===== src/rtl/mmio_frame_latch.sv =====
// Double-buffered frame state written over MMIO: commands update a shadow set, and COMMIT swaps it into the active set at vsync.
// Optional MMIO_FRAME_STATS_EN adds a 16-bit wrapping swap counter output (commit_count).
module mmio_frame_latch #(
  parameter int NUM_PIPES = 4,
  parameter int X_W       = 10,
  parameter int Y_W       = 9
) (
  input  logic                      clock,
  input  logic                      rst_n,
  input  logic [31:0]               mmio_out,
  input  logic                      mmio_we,
  input  logic                      vsync,
  output logic [Y_W-1:0]            bird_y,
  output logic [NUM_PIPES*X_W-1:0]  pipe_x,
  output logic [NUM_PIPES*Y_W-1:0]  pipe_gap,
  output logic [15:0]               score,
  output logic                      commit_pending,
  output logic                      frame_ready,
  output logic                      cmd_err
`ifdef MMIO_FRAME_STATS_EN
  ,
  output logic [15:0]               commit_count
`endif
);

  localparam logic [3:0] OP_NOP       = 4'd0;
  localparam logic [3:0] OP_SET_BIRD  = 4'd1;
  localparam logic [3:0] OP_SET_PIPE  = 4'd2;
  localparam logic [3:0] OP_SET_SCORE = 4'd3;
  localparam logic [3:0] OP_COMMIT    = 4'd4;

  typedef enum logic {ST_IDLE = 1'b0, ST_PENDING = 1'b1} state_t;

  state_t st, st_nxt;

  logic [3:0] opcode_p0;
  logic [1:0] pipe_idx_p0;
  logic       wr_bird_p0, wr_pipe_p0, wr_score_p0, commit_req_p0, bad_cmd_p0;
  logic       swap;

  logic [Y_W-1:0]           sh_bird_y;
  logic [NUM_PIPES*X_W-1:0] sh_pipe_x, sh_pipe_x_nxt;
  logic [NUM_PIPES*Y_W-1:0] sh_pipe_gap, sh_pipe_gap_nxt;
  logic [15:0]              sh_score;

  // Payload bits outside the decoded fields are intentionally don't-care.
  logic unused_payload;
  assign unused_payload = ^mmio_out;

  assign opcode_p0   = mmio_out[31:28];
  assign pipe_idx_p0 = mmio_out[25:24];

  // Stage p0: command decode
  always_comb begin
    wr_bird_p0    = 1'b0;
    wr_pipe_p0    = 1'b0;
    wr_score_p0   = 1'b0;
    commit_req_p0 = 1'b0;
    bad_cmd_p0    = 1'b0;
    if (mmio_we) begin
      case (opcode_p0)
        OP_NOP:       begin end
        OP_SET_BIRD:  wr_bird_p0 = 1'b1;
        OP_SET_PIPE: begin
          if (int'(pipe_idx_p0) < NUM_PIPES) wr_pipe_p0 = 1'b1;
          else                               bad_cmd_p0 = 1'b1;
        end
        OP_SET_SCORE: wr_score_p0 = 1'b1;
        OP_COMMIT:    commit_req_p0 = 1'b1;
        default:      bad_cmd_p0 = 1'b1;
      endcase
    end
  end

  always_comb begin
    sh_pipe_x_nxt   = sh_pipe_x;
    sh_pipe_gap_nxt = sh_pipe_gap;
    for (int i = 0; i < NUM_PIPES; i++) begin
      if (wr_pipe_p0 && (int'(pipe_idx_p0) == i)) begin
        sh_pipe_x_nxt[i*X_W +: X_W]   = mmio_out[10 +: X_W];
        sh_pipe_gap_nxt[i*Y_W +: Y_W] = mmio_out[Y_W-1:0];
      end
    end
  end

  // A COMMIT landing on the swap cycle belongs to the next frame, so it re-arms.
  always_comb begin
    st_nxt = st;
    swap   = 1'b0;
    case (st)
      ST_IDLE:    if (commit_req_p0) st_nxt = ST_PENDING;
      ST_PENDING: begin
        if (vsync) begin
          swap = 1'b1;
          if (!commit_req_p0) st_nxt = ST_IDLE;
        end
      end
      default:    st_nxt = ST_IDLE;
    endcase
  end

  assign commit_pending = (st == ST_PENDING);

  // Stage p1: shadow and active register update
  always_ff @(posedge clock or negedge rst_n) begin
    if (!rst_n) begin
      st          <= ST_IDLE;
      frame_ready <= 1'b0;
      cmd_err     <= 1'b0;
      sh_bird_y   <= '0;
      sh_pipe_x   <= '0;
      sh_pipe_gap <= '0;
      sh_score    <= '0;
      bird_y      <= '0;
      pipe_x      <= '0;
      pipe_gap    <= '0;
      score       <= '0;
    end else begin
      st          <= st_nxt;
      frame_ready <= swap;
      if (bad_cmd_p0) cmd_err <= 1'b1;
      if (wr_bird_p0) sh_bird_y <= mmio_out[Y_W-1:0];
      sh_pipe_x   <= sh_pipe_x_nxt;
      sh_pipe_gap <= sh_pipe_gap_nxt;
      if (wr_score_p0) sh_score <= mmio_out[15:0];
      if (swap) begin
        bird_y   <= sh_bird_y;
        pipe_x   <= sh_pipe_x;
        pipe_gap <= sh_pipe_gap;
        score    <= sh_score;
      end
    end
  end

`ifdef MMIO_FRAME_STATS_EN
  always_ff @(posedge clock or negedge rst_n) begin
    if (!rst_n)    commit_count <= '0;
    else if (swap) commit_count <= commit_count + 16'd1;
  end
`endif

endmodule

===== config.mk =====
export PLATFORM = sky130hd
export DESIGN_NAME = mmio_frame_latch
export DESIGN_NICKNAME = d
export VERILOG_FILES = /design/src/rtl/mmio_frame_latch.sv
export SDC_FILE = /design/constraint.sdc
export NUM_CORES = 1
export LEC_CHECK = 0
export BUFFER_PORTS_ARGS = -buffer_cell sky130_fd_sc_hd__buf_2
export CORE_MARGIN = 4
export CORE_UTILIZATION = 50
export CTS_CLUSTER_SIZE = 14
export DETAILED_ROUTE_END_ITERATION = 10
export MAX_ROUTING_LAYER = met4
export PLACE_DENSITY_LB_ADDON = 0.2
export SKIP_CTS_REPAIR_TIMING = 1
export SLEW_MARGIN = 40
export SYNTH_ARGS = -nofsm -noshare
export SYNTH_HDL_FRONTEND = slang
export SYNTH_SLANG_ARGS = --single-unit

===== constraint.sdc =====
create_clock -name clock -period 3.2 [get_ports clock]
set_input_delay 0.64 -clock clock [delete_from_list [all_inputs] [get_ports clock]]
set_output_delay 0.64 -clock clock [all_outputs]
set_load 0.02 [all_outputs]

# Word-level counts from Yosys, hierarchy flattened
# Index checks and enable logic that the tools add are counted.
[op_classes]
eq_ne = 7
mux = 15
bitwise_logic = 1
reduce_logical = 7
[op_table]
columns = ["cell", "count"]
rows = [
  ["$mux W1", 14],
  ["$eq A4 B2 Y1 const B", 2],
  ["$reduce_or A5 Y1", 1],
  ["$eq A2 B2 Y1 const B", 2],
  ["$eq A4 B1 Y1 const B", 1],
  ["$eq A4 B3 Y1 const B", 1],
  ["$logic_and A1 B1 Y1", 4],
  ["$logic_not A4 Y1", 1],
  ["$eq A2 B1 Y1 const B", 1],
  ["$logic_not A2 Y1", 1],
  ["$pmux W1 S2", 1],
  ["$not A1 Y1", 1],
]
[totals]
register_bits = 205
in_bits = 36
output_inout_bits = 104
elab_cells = 47

# Logic depth before layout (Yosys ltp)
[logic_depth]
word_depth = 6
ltp_mapped = 5
mapped_depth_nobuf = 3

# Least setup slack after synthesis
# Ideal clock, no wire load.
[synth_path]
kind = "input to register"
start = "in mmio_out[31]"
end = "reg sh_pipe_gap[34]"
setup_time_ns = 0.125
arrival_time_ns = 1.763
slack_ns = 1.312
path_stages = 5
n_path_buf = 2
cell_sequence = "nor3b_4 -> and4_1 -> buf_6 -> buf_12 -> mux2_2"
[synth_via]
elab_chain_len = 4
[synth_rtl]
columns = ["item", "line_no", "text"]
rows = [
  ["from (decl)", "10", "input logic [31:0] mmio_out,"],
  ["$eq A4 B2 Y1", "61", "case (opcode_p0)"],
  ["$mux W1", "61", ""],
  ["$mux W1", "60", "if (mmio_we) begin"],
  ["$logic_and A1 B1 Y1", "79", "if (wr_pipe_p0 && (int'(pipe_idx_p0) == i)) begin"],
  ["to (signal assigned)", "124", "sh_pipe_gap <= sh_pipe_gap_nxt;"],
  ["to (decl)", "43", "logic [NUM_PIPES*Y_W-1:0] sh_pipe_gap, sh_pipe_gap_nxt;"],
]
# Every way passes these cells.
# A chain may end at the register's enable or synchronous reset.

# Worst setup path in the final report
[layout_path]
start = "in mmio_out[31]"
end = "reg sh_score[9]"
[layout_via]
elab_chain_len = 3
[layout_rtl]
columns = ["item", "line_no", "text"]
rows = [
  ["$eq A4 B2 Y1", "61", ""],
  ["$mux W1", "61", ""],
  ["$mux W1", "60", ""],
  ["to (signal assigned)", "125", "if (wr_score_p0) sh_score <= mmio_out[15:0];"],
  ["to (decl)", "44", "logic [15:0] sh_score;"],
]
# Every way passes these cells.

==> metrics <==
GRT Overall Usage=17.86%; placed cells=756; routability cong.=0.7386; core area=15200 um2; register area=5130 um2; Synth cell types=24; Worst-path clk slew=60 ps; sequential element share of the synthesized area=65.88%; Max-cap violations=0; Hold Crit Class=input pin to asynchronous set/reset pin; Final Hold Viols=0; max frequency=0.5755 GHz; area growth from synthesis to layout=19.43%; syn nets=479; global-route wire length before repair=24580 um; Wirelength per Cell=18.86 um; Hold Slack=60.14 ps; sequential power share=49.5%; Total Wirelength=14960 um; post-route ant nets=0; row count=45; Remaining DRCs=0; initial antenna violation count=3; number of buffers created by CTS=21; internal power=4.837 mW; Root Buffer=clkbuf_16; Slew headroom=61.72%; H-tree levels=1; DP HPWL=10400 um; number of I/O pins=140; Fin Setup TNS=0 ps; Yosys top cell area share=65.88%; Worst EP required=3560 ps; LEAKAGE=4.896 nW; startpoint types=input pin; crit end category=register; CTS tree=built; nets@finish=628; Tmin final=1737 ps; CTS Sinks=205; PortBufs=133; RSZ-0062 raised after global routing=no; VDD IR max=0.0003809 V; die height=132.8 um; Synth Instances=443; flops & latches, synth=205; synth top area cells=dfrtp_1 66%, mux2_2 26%, mux2_4 3.9%; kind of critical path=input pin to register; vias=4187; CTS Buffer Depth=3; Finished Layout Cells=793; die area=17630 um2; outcome=completed; 1st-iter DRT viols=129; Multi-input gate area=2484 um2; DRT Pass-1 Iters=4; area leader, netlist=dfrtp_1; Clock Power Share=33.0%; Starting Density=51.22%; crit path max fanout=16; share of layout cells above drive strength 1=63.62%; Worst Tran Pin Value=573.6 ps; via-per-instance ratio=5.280; later-pin clock latency in the skew report=470 ps; Comb power frac=17.5%; Post-Route Skew=4.326 ps; GRT Residual Overflow=0; P per Cell Area=708.2 nW/um2; synthesized area=7786 um2; syn_area_per_cell=17.58 um2; yosys warns=0; Setup violations, final=0; DIE WIDTH=132.8 um; worst path arrival time=2090 ps; vias in the first global route=4485; Tcrit/Tclk final=54.30%; Fillers=1186; Overall Power=6.586 mW; largest net degree at the start of global routing=103; Sw Share=26.55%; Slew Limit Fails=0; switching power total=1.749 mW
-- cells by family after synthesis --
family,after synthesis,share of synthesized area [%]
and+or+nand+nor,12,1.446
DFF,205,65.88
buffers and inverters,21,2.218
AOI/OAI and AO/OA,3,0.2732
muxes,202,30.18
-- registers in the layout, summed over array words and instances, names as in the netlist --
signal / count
cmd_err: 1
pipe_gap: 36
sh_pipe_x: 40
sh_bird_y: 9
bird_y: 9
sh_score: 16
sh_pipe_gap: 36
commit_pending: 1
frame_ready: 1
score: 16
pipe_x: 40
-- synthesized netlist by cell type (all sizes together) --
cell	count
nand3b	1
and4	1
nand2b	1
o21ai	1
dfrtp	205
nand3	2
buf	17
clkbuf	2
mux2	202
and3b	1
nand4b	2
o32ai	1
nand2	1
nor2b	1
inv	2
o21a	1
nor2	1
nor3b	1
-- cells in the final DEF, fill, tap and decap left out, drive strengths merged --
cell type | synthesis | routed
nand4b | 2 | 2
nand2 | 1 | 1
and3b | 1 | 1
nand3b | 1 | 1
and4 | 1 | 1
nor2b | 1 | 1
nor3b | 1 | 1
clkinvlp | 0 | 1
o32ai | 1 | 1
nand3 | 2 | 2
clkinv | 0 | 6
mux2 | 202 | 202
o21ai | 1 | 1
nand2b | 1 | 1
o21a | 1 | 1
dfrtp | 205 | 205
nor2 | 1 | 1
clkbuf | 2 | 27
buf | 17 | 145
diode | 0 | 3
inv | 2 | 1
-- power groups by stage --
stage | combinational (mW) | clock, mW | sequential (mW)
global route | 1.25 | 2.35 | 3.31
finish | 1.15 | 2.17 | 3.26
CTS | 1.17 | 2.23 | 3.26
detailed placement | 1.17 | 0 | 3.31
global placement | 1.14 | 0 | 3.28
floorplan | 0.434 | 0 | 3.56
-- critical path, cell delays in order --
cell     delay [ps]
buf_2           120
nor3b_4         340
nand3_2         510
mux2_2          470
-- metal layers --
metal,wire [um],global-route usage (%),vias up
met1,6466,23.30,2180
met5,0,-,-
met3,819,4.601,26
met2,7368,28.56,97
li1,-,-,1884
met4,306,3.868,0
-- through the flow --
step	area [um2]	setup WS, ps	util (%)
floorplan	7786	1312	-
global placement	8652	977.7	56.91
detailed placement	8652	940.7	56.91
CTS	9263	1451	60.93
global route	9299	1366	61.17
finish	9299	1463	61.17
-- area by class of cell --
type                            instances  area share (%)
Tap cell                              188           2.530
Inverter                                2         0.09419
Sequential cell                       205           55.17
Timing Repair Buffer                  145           8.854
Multi-Input combinational cell        217           26.71
Antenna cell                            3         0.08073
Clock inverter                          6          0.3498
Clock buffer                           27           6.216
-- path summary, 6_finish.rpt --
path	end	cells after the start	slack [ps]	startpoint
min	pipe_x[1]$_DFFE_PN0P_	1	60	rst_n
min reg2reg	cmd_err$_DFFE_PN0P_	1	470	cmd_err$_DFFE_PN0P_
max	sh_score[9]$_DFFE_PN0P_	4	1460	mmio_out[31]
max reg2reg	pipe_x[6]$_DFFE_PN0P_	4	1520	commit_pending$_DFF_PN0_
min in group clock	commit_pending$_DFF_PN0_	2	360	vsync
max in group asynchronous	pipe_x[14]$_DFFE_PN0P_	3	2190	rst_n
(Power assumes the default switching activity.)
